### config.mk
export PLATFORM = sky130hd
export DESIGN_NAME = synch_filt
export DESIGN_NICKNAME = d
export VERILOG_FILES = /design/src/rtl/synch_pkg.sv /design/src/rtl/synch_filt_ch.sv /design/src/rtl/synch_filt.sv
export SDC_FILE = /design/constraint.sdc
export NUM_CORES = 1
export LEC_CHECK = 0
export ABC_AREA = 1
export BUFFER_PORTS_ARGS = -buffer_cell sky130_fd_sc_hd__buf_2
export CAP_MARGIN = 5
export CORE_UTILIZATION = 46
export DETAILED_ROUTE_END_ITERATION = 12
export MAX_ROUTING_LAYER = met4
export PLACE_DENSITY_LB_ADDON = 0.05
export SLEW_MARGIN = 0
export SYNTH_ARGS = -nofsm -noshare
export SYNTH_HDL_FRONTEND = slang
export SYNTH_SLANG_ARGS = --single-unit
### constraint.sdc
create_clock -name syn_clk -period 0.9 [get_ports syn_clk]
set_input_delay 0.09 -clock syn_clk [delete_from_list [all_inputs] [get_ports syn_clk]]
set_output_delay 0.09 -clock syn_clk [all_outputs]
set_load 0.01 [all_outputs]
### src/rtl/synch_pkg.sv
// Shared constants and helpers for the level synchroniser / stability filter.
package synch_pkg;

  localparam int STAGES_MIN = 2;
  localparam int STAGES_MAX = 4;
  localparam int FILT_MAX   = 255;

  // Ceiling log2; returns 0 for values of 0 or 1.
  function automatic int clog2(input int value);
    int r;
    r = 0;
    for (int i = 0; i < 31; i++) begin
      if ((1 << i) < value) r = i + 1;
    end
    return r;
  endfunction

endpackage

### src/rtl/synch_filt_ch.sv
// One channel: metastability chain, optional stability filter, and edge-pulse registers.
module synch_filt_ch
  import synch_pkg::*;
#(
  parameter int   STAGES  = 2,
  parameter int   FILT    = 0,
  parameter logic RST_BIT = 1'b0
) (
  input  logic clk,
  input  logic rst_n,
  input  logic din,
  output logic level,
  output logic rise,
  output logic fall
);

  (* ASYNC_REG = "TRUE" *) logic [STAGES-1:0] chain;
  logic sync_q;
  logic filt_level;
  logic prev_q;

  // Shift the asynchronous input through the synchroniser chain.
  always_ff @(posedge clk or negedge rst_n) begin
    if (!rst_n) chain <= {STAGES{RST_BIT}};
    else        chain <= {chain[STAGES-2:0], din};
  end

  assign sync_q = chain[STAGES-1];

  if (FILT == 0) begin : g_bypass
    assign filt_level = sync_q;
  end else begin : g_filt
    localparam int              CNT_W    = clog2(FILT + 1);
    localparam logic [CNT_W-1:0] CNT_LAST = CNT_W'(FILT - 1);

    logic [CNT_W-1:0] cnt;
    logic             filt_q;

    // Accept a new level only after it differs from the held level for FILT consecutive cycles;
    // any agreeing cycle restarts qualification, so the counter tops out at FILT-1.
    always_ff @(posedge clk or negedge rst_n) begin
      if (!rst_n) begin
        filt_q <= RST_BIT;
        cnt    <= '0;
      end else if (sync_q == filt_q) begin
        cnt <= '0;
      end else if (cnt == CNT_LAST) begin
        filt_q <= sync_q;
        cnt    <= '0;
      end else begin
        cnt <= cnt + CNT_W'(1);
      end
    end

    assign filt_level = filt_q;
  end

  // Register one-cycle edge pulses; prev_q resets to the same value as the level so
  // neither reset entry nor release can look like an edge.
  always_ff @(posedge clk or negedge rst_n) begin
    if (!rst_n) begin
      prev_q <= RST_BIT;
      rise   <= 1'b0;
      fall   <= 1'b0;
    end else begin
      prev_q <= filt_level;
      rise   <= filt_level & ~prev_q;
      fall   <= ~filt_level & prev_q;
    end
  end

  assign level = filt_level;

endmodule

### src/rtl/synch_filt.sv
// K-channel level synchroniser with optional glitch filter and per-channel edge pulses.
// Reset release is expected to be synchronised to syn_clk outside this block.
module synch_filt
  import synch_pkg::*;
#(
  parameter int           K       = 8,
  parameter int           STAGES  = 2,
  parameter int           FILT    = 0,
  parameter logic [K-1:0] RST_VAL = {K{1'b0}}
) (
  input  logic         syn_clk,
  input  logic         syn_rst_n,
  input  logic [K-1:0] in,
  output logic [K-1:0] syn_out,
  output logic [K-1:0] rise,
  output logic [K-1:0] fall,
  output logic         chg
);

  if (STAGES < STAGES_MIN || STAGES > STAGES_MAX) begin : g_bad_stages
    $error("synch_filt: STAGES=%0d outside %0d..%0d", STAGES, STAGES_MIN, STAGES_MAX);
  end
  if (FILT < 0 || FILT > FILT_MAX) begin : g_bad_filt
    $error("synch_filt: FILT=%0d outside 0..%0d", FILT, FILT_MAX);
  end
  if (K < 1) begin : g_bad_k
    $error("synch_filt: K=%0d must be at least 1", K);
  end

  for (genvar i = 0; i < K; i++) begin : g_ch
    synch_filt_ch #(
      .STAGES (STAGES),
      .FILT   (FILT),
      .RST_BIT(RST_VAL[i])
    ) u_ch (
      .clk  (syn_clk),
      .rst_n(syn_rst_n),
      .din  (in[i]),
      .level(syn_out[i]),
      .rise (rise[i]),
      .fall (fall[i])
    );
  end

  assign chg = |{rise, fall};

endmodule

## Word level (Yosys, flattened, before mapping)

Cells that the tools add are included.

| word-level totals | value |
|---|---|
| input bits | 10 |
| logic and storage cells | 65 |
| register bits | 40 |
| output and inout bits | 25 |

| cells by class | value |
|---|---|
| reduce and logical (&&, ||, !) cells | 1 |
| bitwise operators | 32 |

Operators with widths:

| cell | count |
|---|---|
| AND 1 bit | 16 |
| inverter 1 bit | 16 |
| OR reduction 16 bit | 1 |

## Depth between registers and ports, before layout

| depth | value |
|---|---|
| depth in word-level cells | 2 |
| depth in mapped cells | 4 |
| gate-level depth less buffers | 4 |

## Cells and area by module

Synthesis repeated with hierarchy kept, for this count alone.

| second synthesis, totals | value |
|---|---|
| cell total of the unflattened synthesis | 87 |
| area total of the unflattened synthesis | 1,177.4 µm² |

By module, submodules not included:

| module | instances | area each (µm²) | cells each | seq. area each (µm²) |
|---|---|---|---|---|
| synch_filt_ch | 8 | 140.1 | 9 | 125.1 |
| synch_filt | 1 | 56.3 | 15 | 0.0 |

## Worst setup path before layout

OpenSTA, ideal clock, no wires.

| timing | value |
|---|---|
| kind | reg-to-output |
| start | reg g_ch[5].u_ch.rise |
| end | out chg |
| path buffers | 0 |
| path slack | 0.137 ns |
| arrival | 0.673 ns |
| required time | 0.810 ns |
| cell stages (with the launch flop) | 5 |
| cell sequence | dfrtp_1 > nor2_1 > nand2_1 > nor2_1 > nand2_1 |

| between the ends | value |
|---|---|
| cells in the longest elaborated chain, start to end | 1 |

Ends and longest elaborated chain:

| what | line | text |
|---|---|---|
| start, declared | synch_filt_ch.sv:13 | `output logic rise,` |
| start signal, assigned | synch_filt_ch.sv:67 | `rise <= filt_level & ~prev_q;` |
| OR reduction 16 bit | synch_filt.sv:45 | `assign chg = \|{rise, fall};` |
| end, declared | synch_filt.sv:17 | `output logic chg` |

No other way between the ends.

## Final worst setup path

| timing | value |
|---|---|
| start | reg g_ch[5].u_ch.fall |
| end | out chg |

| between the ends | value |
|---|---|
| cells in the longest elaborated chain, start to end | 1 |

Ends and longest elaborated chain:

| what | line | text |
|---|---|---|
| start, declared | synch_filt_ch.sv:14 | `output logic fall` |
| start signal, assigned | synch_filt_ch.sv:68 | `fall <= ~filt_level & prev_q;` |
| OR reduction 16 bit | synch_filt.sv:45 |  |

No other way between the ends.

==> metrics <==
outcome finished with violations; failing checks setup timing; setup TNS -1680 ps; M3 GR Usage 7.60%; clk buf depth 2; GRT Total Usage approximately 14%; Ports 35; CTS tree built; Max stage delay cell, worst path dfrtp_1; CTS Root Cell clkbuf_4; IO Port Bufs 34; Design Area, Final 1670 um^2; RSZ-0062 raised after global routing true; Chip Height about 56 um; Max-cap violations 0; WS Path Type reg2out; Critical Path Fanout Max 2; post-layout util 60.0%; final worst-path cycle share 145%; total number of vias ~790; routability cong. 0.680; leakage 0.925 nW; crit-path cells nor2_1, nand2_1, nor2_2, nand2_1, buf_2; clk_lat worst skew between 300 and 400 ps; Yosys cell types 5; Post-Route WL about 1.9 mm; clock-pin slew on the worst setup and hold paths 110 ps; overall power 3.11 mW; ANT nets after route 0; worst path required time 810 ps; grt peak-use layer met2; global-route wire length before repair 3.08 mm; Worst VDD drop 1.72 mV; Max Freq 0.767 GHz; vias in the first global route 756; area of the die about 3200 um^2; met2 GRT Util 25.0%; worst setup margin -404 ps; FF+latch count, synth 40; placed cells 154; critical path's top delay family flip-flops; routed len/inst slightly above 10 um; Yosys top cell by area dfrtp_1; Num CTS Buffers 5; Final Skew between 1.5 and 2 ps; fin. max-slew vios 0; Via density 4.30; fillcell total 236; antenna diode count 0; Detail Placement HPWL 1.12 mm; synthesized area 1360 um^2; Worst Hold Class in2async; register area share after synthesis 73.7%; Synthesized Nets 121; Crit path top cell by count nand2_1; DP Worst Slack -80.4 ps; R2R Setup Slk 50 ps; Final #Nets 161; H-Tree Level Count 2; yosys warns 0; Slew HR between 80 and 90%; worst hold margin 235 ps; core area 2780 um^2; DR DRC count 0; First-pass DRT Iterations 3; CP peak stage delay 390 ps; leading post-synthesis cells by cell area dfrtp_1 74%, buf_4 13%, nor2_1 7.2%; Finished Layout Cells about 180; pwr/cell area 1870 nW/um^2; drt first-iter violations 9; synthesized area per cell 12.2 um^2; Final Hold Viols 0; pin count of the biggest net entering global routing 41; Tmin final 1300 ps; num rows 19; GRT Residual Overflow 0; crit end category primary output; Area growth syn-to-layout 22.9%; Slew @ Worst Pin 206 ps; Final setup viols 25; share of the synthesized area in the top cell type 73.7%; layout cells sized above 1 37.5%; Synth Instances 111; Num Clock Sinks 40; Startpoint Class flop; number of buffers and inverters on the critical path 1; Post-DP Area 1410 um^2; Starting Density 48.8%; Chip Width 56.3 um; met1 usage about an eighth; Critical Path AT 1210 ps; initial antenna violation count 0
[cells in the mapped netlist]
cell type	n
buf_4	24
dfrtp_1	40
inv_1	16
nand2_1	5
nor2_1	26
[sequential cells by signal, indices dropped and copies added, names as in the netlist]
register,flops
g_ch.u_ch.chain,16
g_ch.u_ch.fall,8
g_ch.u_ch.prev_q,8
g_ch.u_ch.rise,8
[placed cells by master (no fill, tap or decap)]
| cell | n |
|---|---|
| nor2_2 | 1 |
| dlygate4sd3_1 | 9 |
| buf_2 | 33 |
| clkbuf_8 | 1 |
| nand2_1 | 5 |
| clkbuf_4 | 5 |
| buf_6 | 2 |
| inv_1 | 16 |
| buf_4 | 12 |
| buf_12 | 1 |
| nor2_1 | 25 |
| dfrtp_1 | 40 |
| clkinv_2 | 2 |
[layer usage]
layer	vias to the layer above	routed length, um
li1	377	-
met1	382	709
met2	25	1060
met3	2	108
met4	0	15
met5	-	0
[worst paths after layout]
| path | cells after the start | from | to |
|---|---|---|---|
| setup / recovery | 5 | g_ch[5].u_ch.fall$_DFF_PN0_ | chg |
| hold / removal | 3 | syn_rst_n | g_ch[0].u_ch.chain[0]$_DFF_PN0_ |
| setup reg to reg | 4 | g_ch[5].u_ch.chain[1]$_DFF_PN0_ | g_ch[5].u_ch.rise$_DFF_PN0_ |
| hold reg to reg | 0 | g_ch[7].u_ch.chain[0]$_DFF_PN0_ | g_ch[7].u_ch.chain[1]$_DFF_PN0_ |
| max in group asynchronous | 3 | syn_rst_n | g_ch[0].u_ch.fall$_DFF_PN0_ |
| min in group syn_clk | 0 | g_ch[7].u_ch.chain[0]$_DFF_PN0_ | g_ch[7].u_ch.chain[1]$_DFF_PN0_ |
[final cells by class]
class | instances | area (um^2) | share of cell area [%]
Sequential cell | 40 | 1000 | 60.0
Timing Repair Buffer | 57 | 388 | 23.3
Multi-Input combinational cell | 31 | 119 | 7.13
Inverter | 16 | 60.1 | 3.60
Clock buffer | 6 | 51.3 | 3.08
Tap cell | 31 | 38.8 | 2.33
Clock inverter | 2 | 10.0 | 0.600
[report_power, final]
part           internal [mW]  total [mW]  switching [mW]
logic                  0.148       0.287           0.140
registers               1.89        1.93          0.0399
clock network          0.372       0.899           0.527
[timing repair]
item | 4_1_cts | 5_1_grt
setup buffers | 9 | 5
hold endpoints to repair | 48 | 0
hold buffers | 9 | 0
pin swaps | 4 | 2
endpoints found under the setup margin | 25 | 25
gates resized for setup | 3 | 1
[worst min-delay path, stage by stage]
cell and delay, ps:
dlygate4sd3_1 520, buf_2 120, buf_12 210
[cells by family after synthesis]
family / Yosys count / share of synthesized area, %
flops: 40 / 73.7
buf+inv: 40 / 17.7
simple gates: 31 / 8.57
No activity file was read; power rests on OpenSTA's default activity.
